===== src/rtl/fp_pkg.sv =====
// Shared constants, FSM state encoding and the single-step normalizer used by fp_pack.
package fp_pkg;

  localparam int EXP_BIAS = 127;
  localparam int EXP_MAX  = 255;
  localparam int SIG_W    = 28;
  localparam int FRAC_W   = 23;
  localparam int EXP_W    = 10;
  localparam int EXP_IW   = 11;

  localparam logic [31:0] QNAN    = 32'h7FC0_0000;
  localparam logic [31:0] INF_MAG = 32'h7F80_0000;

  typedef logic [1:0] state_t;
  localparam state_t ST_IDLE  = 2'd0;
  localparam state_t ST_NORM  = 2'd1;
  localparam state_t ST_ROUND = 2'd2;
  localparam state_t ST_DONE  = 2'd3;

  typedef struct packed {
    logic                     need;
    logic                     flush;
    logic [SIG_W-1:0]         sig;
    logic signed [EXP_IW-1:0] expo;
  } norm_step_t;

  // One normalization step; need=0 means the value is ready for rounding.
  function automatic norm_step_t norm_step(input logic [SIG_W-1:0] sig,
                                           input logic signed [EXP_IW-1:0] expo,
                                           input logic subn_en);
    norm_step_t r;
    r.need  = 1'b0;
    r.flush = 1'b0;
    r.sig   = sig;
    r.expo  = expo;
    if (sig[27]) begin
      r.need = 1'b1;
      r.sig  = {1'b0, sig[27:2], sig[1] | sig[0]};
      r.expo = expo + 11'sd1;
    end else if (!sig[26] && (expo > 11'sd1)) begin
      r.need = 1'b1;
      r.sig  = {sig[26:0], 1'b0};
      r.expo = expo - 11'sd1;
    end else if (expo < 11'sd1) begin
      if (subn_en) begin
        r.need = 1'b1;
        r.sig  = {1'b0, sig[27:2], sig[1] | sig[0]};
        r.expo = expo + 11'sd1;
      end else begin
        r.flush = 1'b1;
      end
    end
    return r;
  endfunction

endpackage


===== src/rtl/fp_round.sv =====
// Combinational round-to-nearest-even on a normalized significand, with carry renormalization.
module fp_round
  import fp_pkg::*;
(
  input  logic [26:0]        sig_i,
  input  logic signed [10:0] exp_i,
  output logic [23:0]        man_o,
  output logic signed [10:0] exp_o,
  output logic               inexact_o
);

  logic        round_up;
  logic [24:0] sum;

  always_comb begin
    inexact_o = |sig_i[2:0];
    // Ties go up only when the kept LSB is odd.
    round_up  = sig_i[2] & (sig_i[1] | sig_i[0] | sig_i[3]);
    sum       = {1'b0, sig_i[26:3]} + {24'd0, round_up};
    if (sum[24]) begin
      man_o = sum[24:1];
      exp_o = exp_i + 11'sd1;
    end else begin
      man_o = sum[23:0];
      exp_o = exp_i;
    end
  end

endmodule


===== src/rtl/fp_pack.sv =====
// Normalize, round and pack an unpacked single-precision result into IEEE 754 format.
// Define FP_PACK_SUBNORMAL_EN for gradual underflow; otherwise tiny results flush to zero.
module fp_pack
  import fp_pkg::*;
#(
  parameter int MAX_SHIFT = 26
) (
  input  logic        clk,
  input  logic        rst,
  input  logic        in_valid,
  output logic        in_ready,
  input  logic        sign_in,
  input  logic [9:0]  exp_in,
  input  logic [27:0] sig_in,
  input  logic        zero_in,
  input  logic        inf_in,
  input  logic        nan_in,
  output logic [31:0] flp_out,
  output logic        out_valid,
  input  logic        out_ready,
  output logic        overflow,
  output logic        underflow,
  output logic        inexact,
  output logic [1:0]  dbg_state
);

`ifdef FP_PACK_SUBNORMAL_EN
  localparam logic SUBNORMAL_EN = 1'b1;
`else
  localparam logic SUBNORMAL_EN = 1'b0;
`endif

  localparam int KW = $clog2(MAX_SHIFT + 2);

  // Handshake: a transfer happens on a rising edge where valid && ready;
  // in_ready is high only in IDLE, out_valid only in DONE, and DONE holds until out_ready.
  state_t             state_q, state_d;
  logic               sign_q, sign_d;
  logic signed [10:0] exp_q, exp_d;
  logic [27:0]        sig_q, sig_d;
  logic [KW-1:0]      k_q, k_d;
  logic               flush_q, flush_d;
  logic [31:0]        flp_q, flp_d;
  logic               ovf_q, ovf_d;
  logic               unf_q, unf_d;
  logic               inx_q, inx_d;

  logic [27:0]        cur_sig;
  logic signed [10:0] cur_exp;
  logic [KW-1:0]      cur_k;
  logic               norm_active;
  norm_step_t         ns;

  logic [23:0]        rnd_man;
  logic signed [10:0] rnd_exp;
  logic               rnd_inexact;

  fp_round u_round (
    .sig_i     (sig_q[26:0]),
    .exp_i     (exp_q),
    .man_o     (rnd_man),
    .exp_o     (rnd_exp),
    .inexact_o (rnd_inexact)
  );

  always_comb begin
    state_d     = state_q;
    sign_d      = sign_q;
    exp_d       = exp_q;
    sig_d       = sig_q;
    k_d         = k_q;
    flush_d     = flush_q;
    flp_d       = flp_q;
    ovf_d       = ovf_q;
    unf_d       = unf_q;
    inx_d       = inx_q;
    norm_active = 1'b0;

    // The first step is evaluated on the incoming operand so an already
    // normalized value skips NORM entirely.
    cur_sig = (state_q == ST_IDLE) ? sig_in : sig_q;
    cur_exp = (state_q == ST_IDLE) ? {exp_in[9], exp_in} : exp_q;
    cur_k   = (state_q == ST_IDLE) ? '0 : k_q;
    ns      = norm_step(cur_sig, cur_exp, SUBNORMAL_EN);

    case (state_q)
      ST_IDLE: begin
        if (in_valid) begin
          sign_d  = sign_in;
          ovf_d   = 1'b0;
          unf_d   = 1'b0;
          inx_d   = 1'b0;
          flush_d = 1'b0;
          if (nan_in) begin
            flp_d   = QNAN;
            state_d = ST_DONE;
          end else if (inf_in) begin
            flp_d   = {sign_in, INF_MAG[30:0]};
            state_d = ST_DONE;
          end else if (zero_in || (sig_in == 28'd0)) begin
            flp_d   = {sign_in, 31'd0};
            state_d = ST_DONE;
          end else begin
            norm_active = 1'b1;
          end
        end
      end
      ST_NORM: norm_active = 1'b1;
      ST_ROUND: begin
        state_d = ST_DONE;
        ovf_d   = 1'b0;
        unf_d   = 1'b0;
        inx_d   = rnd_inexact;
        if (flush_q) begin
          flp_d = {sign_q, 31'd0};
          unf_d = 1'b1;
          inx_d = 1'b1;
        end else if (rnd_exp >= $signed(11'(EXP_MAX))) begin
          flp_d = {sign_q, INF_MAG[30:0]};
          ovf_d = 1'b1;
          inx_d = 1'b1;
        end else if (!rnd_man[23]) begin
          if (SUBNORMAL_EN) begin
            flp_d = {sign_q, 8'd0, rnd_man[22:0]};
            unf_d = rnd_inexact;
          end else begin
            flp_d = {sign_q, 31'd0};
            unf_d = 1'b1;
            inx_d = 1'b1;
          end
        end else begin
          flp_d = {sign_q, rnd_exp[7:0], rnd_man[22:0]};
        end
      end
      ST_DONE: begin
        if (out_ready) state_d = ST_IDLE;
      end
      default: state_d = ST_IDLE;
    endcase

    if (norm_active) begin
      if (ns.need) begin
        if (cur_k == KW'(MAX_SHIFT)) begin
          flp_d   = {sign_d, 31'd0};
          ovf_d   = 1'b0;
          unf_d   = 1'b1;
          inx_d   = 1'b1;
          state_d = ST_DONE;
        end else begin
          sig_d   = ns.sig;
          exp_d   = ns.expo;
          k_d     = cur_k + KW'(1);
          state_d = ST_NORM;
        end
      end else begin
        sig_d   = cur_sig;
        exp_d   = cur_exp;
        k_d     = cur_k;
        flush_d = ns.flush;
        state_d = ST_ROUND;
      end
    end
  end

  always_ff @(posedge clk) begin
    if (rst) begin
      state_q <= ST_IDLE;
      sign_q  <= 1'b0;
      exp_q   <= '0;
      sig_q   <= '0;
      k_q     <= '0;
      flush_q <= 1'b0;
      flp_q   <= '0;
      ovf_q   <= 1'b0;
      unf_q   <= 1'b0;
      inx_q   <= 1'b0;
    end else begin
      state_q <= state_d;
      sign_q  <= sign_d;
      exp_q   <= exp_d;
      sig_q   <= sig_d;
      k_q     <= k_d;
      flush_q <= flush_d;
      flp_q   <= flp_d;
      ovf_q   <= ovf_d;
      unf_q   <= unf_d;
      inx_q   <= inx_d;
    end
  end

  assign in_ready  = (state_q == ST_IDLE);
  assign out_valid = (state_q == ST_DONE);
  assign flp_out   = flp_q;
  assign overflow  = ovf_q;
  assign underflow = unf_q;
  assign inexact   = inx_q;
  assign dbg_state = state_q;

endmodule


===== config.mk =====
export PLATFORM = sky130hd
export DESIGN_NAME = fp_pack
export DESIGN_NICKNAME = d
export VERILOG_FILES = /design/src/rtl/fp_pkg.sv /design/src/rtl/fp_round.sv /design/src/rtl/fp_pack.sv
export SDC_FILE = /design/constraint.sdc
export NUM_CORES = 1
export LEC_CHECK = 0
export ABC_AREA = 1
export CAP_MARGIN = 25
export CELL_PAD_IN_SITES_DETAIL_PLACEMENT = 1
export CELL_PAD_IN_SITES_GLOBAL_PLACEMENT = 2
export CORE_UTILIZATION = 27
export CTS_BUF_LIST = sky130_fd_sc_hd__clkbuf_8
export CTS_CLUSTER_DIAMETER = 100
export DETAILED_ROUTE_END_ITERATION = 12
export PLACE_DENSITY = 0.78
export SYNTH_ARGS = -nofsm -noshare
export SYNTH_HDL_FRONTEND = slang
export SYNTH_SLANG_ARGS = --single-unit

===== constraint.sdc =====
create_clock -name clk -period 2.3 [get_ports clk]
set_input_delay 0.575 -clock clk [delete_from_list [all_inputs] [get_ports clk]]
set_output_delay 0.575 -clock clk [all_outputs]
set_load 0.005 [all_outputs]

==> results of run 1 <==
kinds of logic (layout without fill, tap and decap cells):
group                      Yosys count  in the layout  synth area share
AOI/OAI and AO/OA                  151            151             0.140
buffers and inverters              141            426             0.102
DFF                                 83             83             0.261
and+or+nand+nor                    650            652             0.429
xor gates and xnor gates            32             32            0.0441
muxes                                1              1           0.00157
adders and majority gates           11             11            0.0216
cells in the mapped netlist, drive strengths merged:
cell	number	area share
mux2i	1	0.0016
dfxtp	83	0.26
a21oi	37	0.036
and2	1	0.00098
nand3	74	0.060
xnor2	5	0.0069
xor2	27	0.037
a21boi	4	0.0047
nand4	20	0.020
nor2	164	0.10
nor4	6	0.0059
nor3	15	0.012
o211ai	3	0.0035
or2	3	0.0030
clkinv	1	0.00059
nand3b	7	0.0089
clkbuf	17	0.010
ha	11	0.022
a22oi	1	0.0012
a31oi	4	0.0039
o21ai	101	0.090
buf	26	0.034
nand2	360	0.22
a41oi	1	0.0014
inv	97	0.058
power by group:
group / total, mW / switching [mW] / internal (mW) / leakage [nW]
Clock: 1.18 / 0.618 / 0.566 / 0.111
Combinational: 11.5 / 6.45 / 5.02 / 3.75
Sequential: 2.32 / 0.400 / 1.92 / 0.681
layout make-up:
type | count | area, µm² | share of cell area
Clock buffer | 11 | 151 | 0.0145
Clock inverter | 5 | 60.1 | 0.00576
Inverter | 98 | 398 | 0.0382
Multi-Input combinational cell | 847 | 4780 | 0.458
Sequential cell | 83 | 1670 | 0.160
Tap cell | 313 | 392 | 0.0376
Timing Repair Buffer | 311 | 2970 | 0.285
Timing Repair inverter | 1 | 6.26 | 0.000600
path summary, 6_finish.rpt:
path | from | endpoint | slack [ps] | cells past startpoint
setup / recovery | dbg_state[1] | sig_q[4] | -300 | 21
hold / removal | k_q[3] | k_q[3] | 480 | 2
setup reg to reg | dbg_state[1] | sig_q[4] | -300 | 21
hold reg to reg | k_q[3] | k_q[3] | 480 | 2
state kept, by name (all words and copies together), names as in the netlist:
name / flops
underflow: 1
inexact: 1
flush_q: 1
overflow: 1
exp_q: 11
k_q: 5
sign_q: 1
dbg_state: 2
sig_q: 28
flp_out: 32
through the flow:
| step | std cells | hold slack [ps] | cell area [µm²] |
|---|---|---|---|
| finish | 1669 | 476 | 10400 |
| global route | 1669 | 498 | 10400 |
| CTS | 1659 | 476 | 10000 |
| detailed placement | 1595 | 454 | 8760 |
| global placement | 1595 | 453 | 8760 |
| floorplan | 1069 | 438 | 6440 |
layout by cell type (no fill, tap or decap), types with 29 or more instances in the layout:
| cell | count |
|---|---|
| buf_4 | 182 |
| inv_1 | 83 |
| nand2_2 | 33 |
| nand2_1 | 312 |
| nand3_1 | 65 |
| o21ai_2 | 29 |
| dfxtp_1 | 78 |
| o21ai_0 | 37 |
| clkdlybuf4s50_1 | 83 |
| nor2_1 | 136 |
per-layer routing:
metal,global-route usage,vias up,part of all wire
met5,0,-,0
met3,0.0240,38,0.039
li1,-,3982,-
met1,0.311,3819,0.48
met4,0.0602,0,0.016
met2,0.372,156,0.47
worst max-delay path, stage by stage, from the launching register on:
cell and delay [ps]:
dfxtp_2 340, inv_2 80, ha_4 160, buf_12 140, inv_8 40, buf_6 110
o21ai_4 160, nand2_1 90, nor2_2 140, nand2_2 80, nor2_4 130, nand2_2 90
nand3_4 90, inv_4 60, buf_6 120, nand2_4 90, inv_4 50, buf_12 150
nand2_1 80, nand3_1 90, nor2_1 130, nor2_1 60
repair_timing:
item | in CTS | in global routing
pin swaps | 27 | 48
buffers inserted | 43 | 12
endpoints found under the setup margin | 83 | 82
gates cloned | 9 | 1
resized for setup | 133 | 103
==> run_results.csv, run 1 <==
group,metric,value,unit
sta,worst_slew_pin_slew,423,ps
grt,grt_overflow,0,
critical_path,critPathRequiredTime,2570,ps
power_and_ir_drop,power,15.0,mW
job,maxCapViolCount,0,
synth,syn_avg_cell_area,5.95,µm²
die,core,0.0228,mm²
place,io_buffer_count,84,
sta,period_needed,2600,ps
grt,grt_pass1_wl,43000,µm
finish,fill_cells,2963,
sta,setup_ws,-299,ps
sta,fin_crit_sh,1.13,
synth,ys_warn_count,0,
power_and_ir_drop,p_leak,4.54,nW
place,dpl_worst_slack,-870,ps
critical_path,cp_max_fo,24,
power_and_ir_drop,power.density,1440,mW/mm²
routing,antenna_left,0,
critical_path,cp.arrival,2870,ps
routing,vias_per_cell,4.79,
grt,grt_pass1_vias,8173,
routing,first_pass_iters,5,
sta,report.final.slew_viol_count,0,
grt,grt_usage,0.225,
synth,yosys_register_bits,83,
outcome,status,"finished, violations left",
grt,antenna_found_initial,0,
sta,fmax,385,MHz
cts,clkTransAtPathRegs,90,ps
routing,drc,0,
finish,diodes,0,
critical_path,startpoint_type,"flip-flop",
die,die_w,155,µm
synth,synth_nets,1126,
finish,syn_to_final_growth,63.9,%
power_and_ir_drop,vdd_drop_max,0.000739,V
critical_path,crit_type,"flip-flop to flip-flop",
cts,numCtsBuffers,9,
routing,routed_wl,27600,µm
critical_path,endpoint_kind,"flip-flop",
die,dieArea,0.0242,mm²
synth,syn_area,0.00636,mm²
outcome,violations,"setup timing",
place,place_hpwl,19100,µm
die,die_h,155,µm
synth,yosys.cell_types.count,40,
cts,cts_root_buf,"clkbuf_8",
cts,cts_hold_buf,0,
routing,post_drt_wl_per_cell,16.5,µm
sta,fin_skew,20.1,ps
grt,grt_max_degree,49,
cts,cts_tree,"done",
sta,rsz0062_at_grt,"true",
sta,slew_headroom,0.715,
cts,clk_path_buf_depth,2,
cts,h-tree-depth,3,
routing,routed-via-count,7995,
sta,hold_violations,0,
synth,synth-seq-area-share,0.261,
finish,num-nets-final,1408,
die,rows,55,
min_path,min_path_type,"flip-flop to flip-flop",
synth,syn-instance-count,1069,
cts,clk_latency,390,ps
cts,clock_sinks,83,
routing,drtIter0Drc,380,
sta,tns,-18250,ps
finish,utilization,0.456,
place,gp_congestion,0.890,
sta,setup_viol,82,
finish,layout-drive-gt1-share,0.319,
die,pin_count,85,
die,initial_core_util,0.278,
Note: power is estimated with default switching activity, not from simulation.
==> run 2, diff against run 1 <==
--- a/config.mk
+++ b/config.mk
@@ -11,7 +11,6 @@
 export CELL_PAD_IN_SITES_GLOBAL_PLACEMENT = 2
 export CORE_UTILIZATION = 27
 export CTS_BUF_LIST = sky130_fd_sc_hd__clkbuf_8
-export CTS_CLUSTER_DIAMETER = 100
 export DETAILED_ROUTE_END_ITERATION = 12
 export PLACE_DENSITY = 0.78
 export SYNTH_ARGS = -nofsm -noshare
==> results of run 2 <==
Same layout as run 1: the final DEF is identical, and so are final timing and power.
